File: src/rtl/mmu_feeder_if.sv
// Bundle between mmu_feeder and its environment: control, weight/activation memory read ports,
// and the MMU3-facing array outputs. The master modport is the feeder's view.
interface mmu_feeder_if #(
    parameter int unsigned SIZE      = 4,
    parameter int unsigned BIT_WIDTH = 32,
    parameter int unsigned ADDR_W    = 16
);
    logic                      start;
    logic [ADDR_W-1:0]         num_rows;
    logic                      wt_rd_en;
    logic [ADDR_W-1:0]         wt_rd_addr;
    logic [SIZE*BIT_WIDTH-1:0] wt_rd_data;
    logic                      act_rd_en;
    logic [ADDR_W-1:0]         act_rd_addr;
    logic [SIZE*BIT_WIDTH-1:0] act_rd_data;
    logic                      control;
    logic [SIZE*BIT_WIDTH-1:0] wt_arr;
    logic [SIZE*BIT_WIDTH-1:0] data_arr;
    logic                      busy;
    logic                      done;
    logic [ADDR_W-1:0]         row_count;

    modport master (
        input  start, num_rows, wt_rd_data, act_rd_data,
        output wt_rd_en, wt_rd_addr, act_rd_en, act_rd_addr,
        output control, wt_arr, data_arr, busy, done, row_count
    );

    modport slave (
        output start, num_rows, wt_rd_data, act_rd_data,
        input  wt_rd_en, wt_rd_addr, act_rd_en, act_rd_addr,
        input  control, wt_arr, data_arr, busy, done, row_count
    );
endinterface

File: src/rtl/mmu_feeder.sv
// Upstream sequencer for the MMU3 systolic array: loads weight columns (SIZE-1 down to 0),
// streams num_rows activation vectors, optionally flushes with zero vectors, then pulses done.
// Optional feature macro: MMU_FEEDER_FLUSH_EN adds 2*SIZE-1 zero vectors after the activations.
// Weights reach wt_arr through a register (2 cycles after the read); activations are gated onto
// data_arr in the cycle the memory returns them, so the first row directly follows the last
// weight column with no bubble.
module mmu_feeder #(
    parameter int unsigned SIZE      = 4,
    parameter int unsigned BIT_WIDTH = 32,
    parameter int unsigned ADDR_W    = 16
) (
    input logic          clk,
    input logic          rst_n,
    mmu_feeder_if.master bus
);
    typedef enum logic [2:0] {StIdle, StWload, StSwitch, StStream, StFlush, StDone} state_e;

`ifdef MMU_FEEDER_FLUSH_EN
    localparam state_e StAfterStream = StFlush;
    localparam int unsigned FlushW = $clog2(2 * SIZE);
    localparam logic [FlushW-1:0] FlushLast = FlushW'(2 * SIZE - 2);
    logic [FlushW-1:0] flush_cnt_q, flush_cnt_d;
`else
    localparam state_e StAfterStream = StDone;
`endif

    state_e                    state_q, state_d;
    logic [ADDR_W-1:0]         wt_addr_q, wt_addr_d;
    logic [ADDR_W-1:0]         act_addr_q, act_addr_d;
    logic [ADDR_W-1:0]         rows_q, rows_d;
    logic [ADDR_W-1:0]         row_count_q, row_count_d;
    logic                      wt_rd_en, act_rd_en;
    logic                      wt_vld_q, act_vld_q, control_q, done_q;
    logic [SIZE*BIT_WIDTH-1:0] wt_arr_q;

    // Next-state, address counters (saturating) and read strobes.
    always_comb begin
        state_d     = state_q;
        wt_addr_d   = wt_addr_q;
        act_addr_d  = act_addr_q;
        rows_d      = rows_q;
        row_count_d = row_count_q;
        wt_rd_en    = 1'b0;
        act_rd_en   = 1'b0;
`ifdef MMU_FEEDER_FLUSH_EN
        flush_cnt_d = flush_cnt_q;
`endif
        // A vector presented this cycle is counted at the following edge.
        if (act_vld_q) begin
            row_count_d = row_count_q + 1'b1;
        end
        unique case (state_q)
            StIdle: begin
                if (bus.start) begin
                    rows_d      = bus.num_rows;
                    row_count_d = '0;
                    wt_addr_d   = ADDR_W'(SIZE - 1);
                    act_addr_d  = '0;
`ifdef MMU_FEEDER_FLUSH_EN
                    flush_cnt_d = '0;
`endif
                    state_d     = StWload;
                end
            end
            StWload: begin
                wt_rd_en = 1'b1;
                if (wt_addr_q == '0) begin
                    state_d = StSwitch;
                end else begin
                    wt_addr_d = wt_addr_q - 1'b1;
                end
            end
            StSwitch: begin
                state_d = (rows_q != '0) ? StStream : StAfterStream;
            end
            StStream: begin
                act_rd_en = 1'b1;
                if (act_addr_q == rows_q - 1'b1) begin
                    state_d = StAfterStream;
                end else begin
                    act_addr_d = act_addr_q + 1'b1;
                end
            end
`ifdef MMU_FEEDER_FLUSH_EN
            StFlush: begin
                if (flush_cnt_q == FlushLast) begin
                    state_d = StDone;
                end else begin
                    flush_cnt_d = flush_cnt_q + 1'b1;
                end
            end
`endif
            StDone: begin
                state_d = StIdle;
            end
            default: begin
                state_d = StIdle;
            end
        endcase
    end

    // Control state and counters.
    always_ff @(posedge clk or negedge rst_n) begin
        if (!rst_n) begin
            state_q     <= StIdle;
            wt_addr_q   <= '0;
            act_addr_q  <= '0;
            rows_q      <= '0;
            row_count_q <= '0;
`ifdef MMU_FEEDER_FLUSH_EN
            flush_cnt_q <= '0;
`endif
        end else begin
            state_q     <= state_d;
            wt_addr_q   <= wt_addr_d;
            act_addr_q  <= act_addr_d;
            rows_q      <= rows_d;
            row_count_q <= row_count_d;
`ifdef MMU_FEEDER_FLUSH_EN
            flush_cnt_q <= flush_cnt_d;
`endif
        end
    end

    // Read-return tracking and the registered weight path toward MMU3.
    always_ff @(posedge clk or negedge rst_n) begin
        if (!rst_n) begin
            wt_vld_q  <= 1'b0;
            act_vld_q <= 1'b0;
            control_q <= 1'b0;
            done_q    <= 1'b0;
            wt_arr_q  <= '0;
        end else begin
            wt_vld_q  <= wt_rd_en;
            act_vld_q <= act_rd_en;
            control_q <= wt_vld_q;
            done_q    <= (state_q == StDone);
            if (wt_vld_q) begin
                wt_arr_q <= bus.wt_rd_data;
            end
        end
    end

    assign bus.wt_rd_en    = wt_rd_en;
    assign bus.wt_rd_addr  = wt_addr_q;
    assign bus.act_rd_en   = act_rd_en;
    assign bus.act_rd_addr = act_addr_q;
    assign bus.control     = control_q;
    assign bus.wt_arr      = wt_arr_q;
    assign bus.data_arr    = act_vld_q ? bus.act_rd_data : '0;
    assign bus.busy        = (state_q != StIdle);
    assign bus.done        = done_q;
    assign bus.row_count   = row_count_q;
endmodule

File: src/flat_wrapper.sv
// flat-port wrapper written by rule: the top's interface ports become plain ports
module mmu_feeder_flat 
#(
    parameter int unsigned SIZE      = 4,
    parameter int unsigned BIT_WIDTH = 32,
    parameter int unsigned ADDR_W    = 16
)
  (clk, rst_n, bus_start, bus_num_rows, bus_wt_rd_data, bus_act_rd_data, bus_wt_rd_en, bus_wt_rd_addr, bus_act_rd_en, bus_act_rd_addr, bus_control, bus_wt_arr, bus_data_arr, bus_busy, bus_done, bus_row_count);
  mmu_feeder_if #(.SIZE(SIZE), .BIT_WIDTH(BIT_WIDTH), .ADDR_W(ADDR_W)) bus_i ();
  input logic clk;
  input logic rst_n;
  input wire logic [$bits(bus_i.start)-1:0] bus_start;
  input wire logic [$bits(bus_i.num_rows)-1:0] bus_num_rows;
  input wire logic [$bits(bus_i.wt_rd_data)-1:0] bus_wt_rd_data;
  input wire logic [$bits(bus_i.act_rd_data)-1:0] bus_act_rd_data;
  output wire logic [$bits(bus_i.wt_rd_en)-1:0] bus_wt_rd_en;
  output wire logic [$bits(bus_i.wt_rd_addr)-1:0] bus_wt_rd_addr;
  output wire logic [$bits(bus_i.act_rd_en)-1:0] bus_act_rd_en;
  output wire logic [$bits(bus_i.act_rd_addr)-1:0] bus_act_rd_addr;
  output wire logic [$bits(bus_i.control)-1:0] bus_control;
  output wire logic [$bits(bus_i.wt_arr)-1:0] bus_wt_arr;
  output wire logic [$bits(bus_i.data_arr)-1:0] bus_data_arr;
  output wire logic [$bits(bus_i.busy)-1:0] bus_busy;
  output wire logic [$bits(bus_i.done)-1:0] bus_done;
  output wire logic [$bits(bus_i.row_count)-1:0] bus_row_count;
  assign bus_i.start = bus_start;
  assign bus_i.num_rows = bus_num_rows;
  assign bus_i.wt_rd_data = bus_wt_rd_data;
  assign bus_i.act_rd_data = bus_act_rd_data;
  assign bus_wt_rd_en = bus_i.wt_rd_en;
  assign bus_wt_rd_addr = bus_i.wt_rd_addr;
  assign bus_act_rd_en = bus_i.act_rd_en;
  assign bus_act_rd_addr = bus_i.act_rd_addr;
  assign bus_control = bus_i.control;
  assign bus_wt_arr = bus_i.wt_arr;
  assign bus_data_arr = bus_i.data_arr;
  assign bus_busy = bus_i.busy;
  assign bus_done = bus_i.done;
  assign bus_row_count = bus_i.row_count;
  mmu_feeder #(.SIZE(SIZE), .BIT_WIDTH(BIT_WIDTH), .ADDR_W(ADDR_W)) u_core (.clk(clk), .rst_n(rst_n), .bus(bus_i));
endmodule
File: config.mk
export PLATFORM = sky130hd
export DESIGN_NAME = mmu_feeder_flat
export DESIGN_NICKNAME = d
export VERILOG_FILES = /design/src/rtl/mmu_feeder_if.sv /design/src/rtl/mmu_feeder.sv /design/src/flat_wrapper.sv
export SDC_FILE = /design/constraint.sdc
export NUM_CORES = 1
export LEC_CHECK = 0
export ABC_AREA = 0
export CORE_AREA = 8 8 222 224
export CTS_CLUSTER_SIZE = 20
export DETAILED_ROUTE_END_ITERATION = 6
export DIE_AREA = 0 0 230 232
export GPL_TIMING_DRIVEN = 0
export PLACE_DENSITY = 0.59
export SLEW_MARGIN = 20
export SYNTH_ARGS = -nofsm -noshare
export SYNTH_HDL_FRONTEND = slang
export SYNTH_SLANG_ARGS = --single-unit
File: constraint.sdc
create_clock -name clk -period 2.7 [get_ports clk]
set_input_delay 0.405 -clock clk [delete_from_list [all_inputs] [get_ports clk]]
set_output_delay 0.405 -clock clk [all_outputs]
set_load 0.05 [all_outputs]
Word-level counts from Yosys, hierarchy flattened
Cells that the tools add are included.

Logic and storage cells: 51. Output and inout port bits: 309. Input bits: 275. Flip-flop bits (word level): 199.

Reductions and logical operators: 10. Multiplexer cells: 17. $add $sub $neg: 4. Equality and inequality tests: 10.

Operator list (number): $mux 128 (1); $mux 16 (7); $pmux 16 s2 (2); $add 16x1->16 const B (2); $sub 16x1->16 const B (2); $eq 16x16->1 (1); $logic_not 16->1 (1); $reduce_bool 16->1 (1); $mux 3 (4); $pmux 3 s4 (1); $reduce_and 3->1 (3); $eq 3x2->1 const B (2); $ne 2x2->1 const B (3); $ne 2x1->1 const B (2); $reduce_bool 2->1 (2); $eq 3x1->1 const B (1); $eq 3x3->1 const B (1); $logic_not 3->1 (1); $reduce_bool 3->1 (1); $mux 1 (2); $reduce_and 2->1 (1).

Logic depth before layout (Yosys ltp)
Gate-level depths: netlist (run 1).

Depth after elaboration: 4. Gate-level depth with buffers: 10.

Worst setup path before layout (run 1)
OpenSTA, ideal clock, no wires.

Path type: register -> register. Start point: register u_core.state_q[0]. End point: register u_core.wt_addr_q[5], in the netlist u_core.bus.wt_rd_addr[5]. Data arrival time: 2.952 ns. Setup slack: -0.384 ns. Library setup time: 0.132 ns. Buffers on the path: 0. Stages on the path, launching flop included: 8. Path through: dfrtp_1 > inv_1 > nor3_1 > o41ai_2 > or3_1 > nor4_1 > xnor2_1 > nor2_1.

Cells in the longest elaborated chain, start to end: 3. Elaborated cells between the ends (all ways): 7. Those cells by class: 3 x eq/ne; 1 x mux; 3 x reduce/logical.

Ends and longest elaborated chain: from (decl) (line mmu_feeder.sv:27) `state_e state_q, state_d;`; from (signal assigned) (line mmu_feeder.sv:105) `state_q <= StIdle;`; from (signal assigned) (line mmu_feeder.sv:114) `state_q <= state_d;`; $eq 3x1->1 or $logic_not 3->1 (tied branches) (line mmu_feeder.sv:52) `unique case (state_q)`; $ne 2x2->1 (no source line) or $reduce_bool 2->1 (tied branches); $reduce_and 3->1 (no source line); to (signal assigned) (line mmu_feeder.sv:115) `wt_addr_q <= wt_addr_d;`; to (decl) (line mmu_feeder.sv:28) `logic [ADDR_W-1:0] wt_addr_q, wt_addr_d;`.

Several ways; a longest one is shown, not always the timed one. A chain may end at the register's enable or synchronous reset.

Worst setup path in the final report (run 1)
Start point: register u_core.rows_q[5]. End point: register u_core.act_addr_q[15], in the netlist u_core.bus.act_rd_addr[15].

Cells in the longest elaborated chain, start to end: 4.

Ends and longest elaborated chain: from (decl) (line mmu_feeder.sv:30) `logic [ADDR_W-1:0] rows_q, rows_d;`; from (signal assigned) (line mmu_feeder.sv:117) `rows_q <= rows_d;`; $sub 16x1->16 (line mmu_feeder.sv:78) `if (act_addr_q == rows_q - 1'b1) begin`; $eq 16x16->1 (line mmu_feeder.sv:78); $ne 2x2->1 (no source line); $reduce_and 3->1 (no source line); to (signal assigned) (line mmu_feeder.sv:116) `act_addr_q <= act_addr_d;`; to (decl) (line mmu_feeder.sv:29) `logic [ADDR_W-1:0] act_addr_q, act_addr_d;`.

Every way passes these cells.

==> results of run 1 <==
metrics by stage:
stage / power [mW] / std cells / utilization, % / instance area (um2)
floorplan: 3.62 / 853 / - / 9590
finish: 6.95 / 2099 / 37.7 / 17300
global placement: 4.32 / 2043 / 35.3 / 16200
detailed placement: 4.34 / 2045 / 35.4 / 16200
CTS: 7.10 / 2090 / 37.3 / 17100
global route: 7.24 / 2098 / 37.7 / 17300
flip-flops by register name, summed over array words and instances (netlist names):
name and flops:
u_core.bus.wt_arr 128, u_core.bus.act_rd_addr 16, u_core.bus.row_count 16, u_core.bus.wt_rd_addr 16, u_core.rows_q 16, u_core.state_q 3, u_core.act_vld_q 1, u_core.bus.control 1
u_core.bus.done 1, u_core.wt_vld_q 1
cell families after synthesis:
logic type / synth area share, %
adder cells (fa/ha/maj): 0.656
XOR/XNOR: 3.22
buffers and inverters: 2.64
AO/OA/AOI/OAI: 5.37
flip-flops: 52.3
AND/OR/NAND/NOR: 19.8
multiplexers: 16.1
power groups by stage:
stage / Combinational, mW / Clock (mW) / Sequential [mW]
floorplan: 0.0854 / 0 / 3.53
global placement: 1.14 / 0 / 3.18
detailed placement: 1.15 / 0 / 3.18
CTS: 1.16 / 2.82 / 3.13
global route: 1.20 / 2.89 / 3.14
finish: 1.14 / 2.68 / 3.13
path summary, 6_finish.rpt:
kind | startpoint | to | slack, ps | cells past startpoint
max reg2reg | u_core.rows_q[5] | u_core.bus.act_rd_addr[15] | -160 | 9
max in group asynchronous | rst_n | u_core.bus.wt_arr[42] | 1500 | 3
max | u_core.rows_q[5] | u_core.bus.act_rd_addr[15] | -160 | 9
min | rst_n | u_core.bus.wt_arr[95] | 420 | 2
min in group clk | u_core.wt_vld_q | u_core.bus.control | 430 | 0
min reg2reg | u_core.wt_vld_q | u_core.bus.control | 430 | 0
synth_stat cells (all sizes together), types with 14 or more instances:
library cell,number
o21ai,16
xor2,20
inv,14
and2,133
nand2,67
a21oi,17
clkbuf,41
xnor2,15
mux2,128
nor2,46
dfrtp,199
worst max-delay path, stage by stage, from the launching register on:
cell and delay [ps]:
dfrtp_1 390, buf_8 130, or4_4 550, o31a_1 320, o41ai_4 360, nor4_2 100
and4b_1 220, buf_6 140, or4_4 420, mux2i_1 130
layer usage:
metal	part of all wire (%)	wire, um	vias to the layer above	global-route usage, %
met5	0.030	13	-	0
met4	2.4	1050	2	5.40
met3	11	4900	44	8.11
met2	48	20700	436	26.2
met1	38	16300	4338	16.6
li1	-	-	4199	-
layout make-up:
cell class / instances / share of cell area, %
repair buffers: 609 / 35.4
flip-flops and latches: 199 / 28.8
multi-input cells: 592 / 26.2
well taps: 607 / 4.39
clock buffers: 19 / 2.56
plain buffers: 44 / 1.27
clock inverters: 13 / 0.912
inverters: 15 / 0.347
diodes: 1 / 0.0145
what timing repair did:
item / CTS / global route
gates resized for setup: 328 / 38
hold buffers: 1 / 0
pin swaps: 15 / 15
gates cloned: 1 / 0
hold endpoints to repair: 48 / 0
setup buffers: 13 / 9
endpoints found under the setup margin: 161 / 80
==> metrics.md, run 1 <==
| Metric | Value |
|---|---|
| Ys async rst share | `100%` |
| DP Worst Slack | `-477 ps` |
| Antenna violations before repair | `3` |
| Status | `finished, violations left` |
| Share of power burned in registers | `45.0%` |
| CTS root buffer | `clkbuf_16` |
| Remaining DRCs | `0` |
| Core ar. | `45900 um2` |
| Clock buffer count from CTS | `17` |
| Pwr Density | `402 nW/um2` |
| First-pass GRT wire length | `63000 um` |
| Tcrit/Tclk final | `106%` |
| Max Root-Sink Buffers | `2` |
| Initial Util | `20.8%` |
| WP data required | `3070 ps` |
| Syn Inst Count | `853` |
| Worst Tran Pin Value | `~800 ps` |
| Total GRT Usage | `15.6%` |
| Vias in the first global route | `9804` |
| VDD IR max | `505 uV` |
| Number of synthesized flops with an enable pin | `0` |
| Area growth, synth to finish | `81.4%` |
| FF+latch count, synth | `199` |
| Hold crit path type | `primary input to async pin` |
| Clock Sinks | `199` |
| Ys flop type | `dfrtp_1` |
| Nets | `1758` |
| Leakage | `~7.1 nW` |
| RSZ-0062 raised after global routing | `yes` |
| Post-Syn Nets | `between 1k and 1.5k` |
| Logic pwr share | `16.4%` |
| Clock group share of total power | `between 30 and 40%` |
| Die area | `53400 um2` |
| Pin count of the biggest net entering global routing | `83` |
| Yosys top cell area share | `between 50% and 60%` |
| # setup viols final | `18` |
| Yosys warning total | `0` |
| Tmin final | `2860 ps` |
| Setup_tns | `-1180 ps` |
| Yosys top cell by area | `dfrtp_1` |
| Switching pwr | `1.95 mW` |
| Commonest cells after routing, fill and taps aside | `clkdlybuf4s50_1 (452), dfrtp_1 (193), and2_1 (133)` |
| Post-Syn Area | `9530 um2` |
| DIE HEIGHT | `232 um` |
| Sequential area share after synthesis | `52.3%` |
| Worst Path Arrival | `~3200 ps` |
| CP Class | `flip-flop to flip-flop` |
| Worst-path clk slew | `80 ps` |
| Hold Violations, Final | `0` |
| CTS tree | `yes` |
| Worst skew pair latency | `480 ps` |
| DRT Pass-1 Iters | `4` |
| H-tree depth | `4` |
| PortBufs | `583` |
| Pint | `5.00 mW` |
| Highest Clock Rate | `0.349 GHz` |
| Routed vias | `9019` |
| Ports | `584` |
| Std-Cell Rows | `between 70 and 80` |
| Unique masters post-synth | `58` |
| Antenna-violating nets left | `0` |
| Max-Cap Viols | `0` |
| Max-slew headroom | `46.7%` |
| Placer congestion estimate | `slightly above 0.9` |
| Detailed Place HPWL | `34600 um` |
| Most common cell after layout, fill and taps aside | `clkdlybuf4s50_1` |
| Register area | `4990 um2` |
| Setup Skew | `12.4 ps` |
| Drt via density | `~4.3` |
| CP endpoint kind | `flip-flop` |
| Startpoint Class | `flip-flop` |
| DRT iter0 DRCs | `229` |
| Total gr overflow | `0` |
| Total Wirelength | `approximately 43000 um` |
| Hold_ws | `425 ps` |
| Failing checks | `setup timing` |
| Critical Path Fanout Max | `7` |
| Fill count | `4590` |
| Die boundary width | `230 um` |
| Avg Cell Area, Syn | `11.2 um2` |
| Final setup margin | `-165 ps` |
| Switching share of power | `28.0%` |
| Layout cells sized above 1 | `22.1%` |
| Fin. max-slew vios | `0` |
| Multi-input logic area | `4530 um2` |
| Area contributors post-synth | `dfrtp_1 (52%), mux2_2 (15%), and2_1 (8.7%)` |
| DR WL/cell | `20.5 um` |
(Power assumes the default switching activity.)
==> run 2, diff against run 1 <==
CTS_CLUSTER_SIZE = 24   (was 20)
PLACE_DENSITY = 0.57   (was 0.59)
clock period = 2.9 ns   (was 2.7 ns; I/O delays follow)
==> run 2 against run 1 <==
  * The run still ends with setup timing left
  * Final area shrank 3.4%
  * Total power shrank 10%
  * Sequential share of layout area grew 1.0 points
  * Count of clock-buffer cells in the layout grew 3
  * Sequential power shrank 7.0%
  * Hold slack lost 5.6 ps
  * First-iteration DRC count grew 71%
  * Routed wire length shrank 3.4%
  * Maximum frequency shrank 2.9%
  * Clock skew shrank 6.2 ps
  * Critical endpoint unchanged
==> metrics.md, run 2 (synthesized netlist as in run 1, its figures left out) <==
| Metric | Value |
|---|---|
| Commonest cells after routing, fill and taps aside | `clkdlybuf4s50_1 (452), dfrtp_1 (194), and2_1 (133)` |
| Clock buffer count from CTS | `17` |
| Nets | `1752` |
| Worst-path clk slew | `70 ps` |
| Remaining DRCs | `0` |
| Pwr Density | `374 nW/um2` |
| Worst path most repeated cell | `or4_4` |
| PortBufs | `583` |
| Placer congestion estimate | `0.892` |
| H-tree depth | `4` |
| DIE HEIGHT | `approximately 230 um` |
| Core ar. | `45900 um2` |
| Max-Cap Viols | `0` |
| Tcrit/Tclk final | `102%` |
| # setup viols final | `1` |
| Startpoint Class | `flip-flop` |
| DR WL/cell | `19.8 um` |
| Layout cells sized above 1 | `20.1%` |
| Multi-input logic area | `4440 um2` |
| CTS root buffer | `clkbuf_16` |
| Leakage | `7.54 nW` |
| Antenna-violating nets left | `0` |
| DRT Pass-1 Iters | `5` |
| Non-filler cells, final | `2093` |
| Placed Instances | `between 2k and 2.5k` |
| Largest register FFs | `~130` |
| Worst Tran Pin Value | `776 ps` |
| Total Wirelength | `41500 um` |
| Std-Cell Rows | `79` |
| Critical Path Fanout Max | `9` |
| CTS tree | `yes` |
| Delay of the slowest critical-path stage | `~600 ps` |
| Ports | `584` |
| VDD IR max | `339 uV` |
| Hold Violations, Final | `0` |
| Highest Clock Rate | `0.339 GHz` |
| Tmin final | `2950 ps` |
| Cells along the critical path | `or4_4 -> o31a_1 -> o41ai_4 -> nor4_4 -> and4b_1 -> buf_6 -> or4_4 -> mux2i_1` |
| Initial Util | `20.8%` |
| Worst skew pair latency | `460 ps` |
| Hold crit path type | `flip-flop to flip-flop` |
| Total GRT Usage | `between 10 and 15%` |
| Antenna violations before repair | `3` |
| Routed vias | `8879` |
| RSZ-0062 raised after global routing | `yes` |
| Die boundary width | `approximately 230 um` |
| CP endpoint kind | `flip-flop` |
| WP data required | `roughly 3200 ps` |
| Die area | `53400 um2` |
| Fin. max-slew vios | `0` |
| Clock Sinks | `199` |
| Worst Path Arrival | `3290 ps` |
| Max Root-Sink Buffers | `2` |
| Area growth, synth to finish | `75.2%` |
| DRT iter0 DRCs | `391` |
| Worst Path Buf+Inv | `1` |
| Failing checks | `setup timing` |
| Most common cell after layout, fill and taps aside | `clkdlybuf4s50_1` |
| CP max stage cell | `or4_4` |
| Hold_ws | `about 420 ps` |
| Vias in the first global route | `a little over 9k` |
| Setup Skew | `6.15 ps` |
| Detailed Place HPWL | `~34000 um` |
| First-pass GRT wire length | `60000 um` |
| Status | `finished, violations left` |
| Drt via density | `4.24` |
| Top Family by Delay on Critical Path | `simple AND/OR/NAND/NOR gates` |
| Final setup margin | `-49.2 ps` |
| Register area | `4990 um2` |
| Max-slew headroom | `48.3%` |
| Total gr overflow | `0` |
| Pin count of the biggest net entering global routing | `85` |
| Fill count | `around 4.7k` |
| Post-layout util | `36.4%` |
| CP Class | `flip-flop to flip-flop` |
[run 2: cell types whose count changed in the layout (fill, tap and decap cells not counted), moves of 3 or more]
cell	previous run	this run
dlymetal6s2s_1	0	33
clkdlybuf4s15_2	78	1
buf_6	6	3
nor2_2	3	0
clkbuf_1	30	36
clkdlybuf4s15_1	0	3
inv_8	4	0
buf_8	5	1
clkbuf_2	7	80
dlygate4sd2_1	49	16
buf_2	4	1
nor2_1	43	46
[run 2: final timing paths]
kind	cells past startpoint	end	start	slack (ps)
worst max-delay path	8	u_core.bus.act_rd_addr[15]	u_core.rows_q[2]	-50
worst min-delay path	0	u_core.bus.control	u_core.wt_vld_q	420
worst min register to register	0	u_core.bus.control	u_core.wt_vld_q	420
min in group asynchronous	2	u_core.bus.wt_arr[54]	rst_n	440
worst max register to register	8	u_core.bus.act_rd_addr[15]	u_core.rows_q[2]	-50
max in group asynchronous	4	u_core.bus.wt_arr[114]	rst_n	1360
[run 2: what timing repair did]
action                                  CTS  global route
resized for setup                       117           208
gates cloned                              1             0
pin swaps                                 7             8
endpoints found under the setup margin  153           130
hold buffers                              1             0
setup buffers                             8             9
hold endpoints to repair                 36             0
[run 2: per-layer routing]
layer  track usage (%)  wire (um)  up-vias
met1              17.8      17100     4378
met2              25.8      21400      277
met4              4.36        811        2
met5                 0          9        -
met3              3.88       2230       53
li1                  -          -     4169
[run 2: final cells by class]
cell class,count,share of cell area [%]
repair buffers,604,34.3
flip-flops and latches,199,29.9
multi-input cells,592,26.6
well taps,607,4.55
clock buffers,22,2.78
plain buffers,43,1.15
clock inverters,9,0.412
inverters,15,0.337
diodes,2,0.0300
[run 2: worst register-to-register path, cell delays in order, from the launching register on]
cell and delay, ps:
dfrtp_2 460, or4_4 600, o31a_1 380, o41ai_4 350, nor4_4 80, and4b_1 210
buf_6 140, or4_4 490, mux2i_1 130
[run 2: through the flow]
stage | setup TNS [ps] | instance area, um2 | setup WS [ps] | power (mW)
4_1_cts | 0 | 16700 | 0.164 | 6.34
5_1_grt | -273 | 16700 | -132 | 6.48
2_1_floorplan | 0 | 9550 | 111 | 3.37
3_3_place_gp | -1507050 | 16100 | -7590 | 4.02
6_report | -49.2 | 16700 | -49.2 | 6.24
3_5_place_dp | -5400 | 16200 | -327 | 4.04
[run 2: where the power goes]
group	internal (mW)	switching [mW]
clock	1.15	1.12
combinational	0.540	0.521
sequential	2.86	0.0471
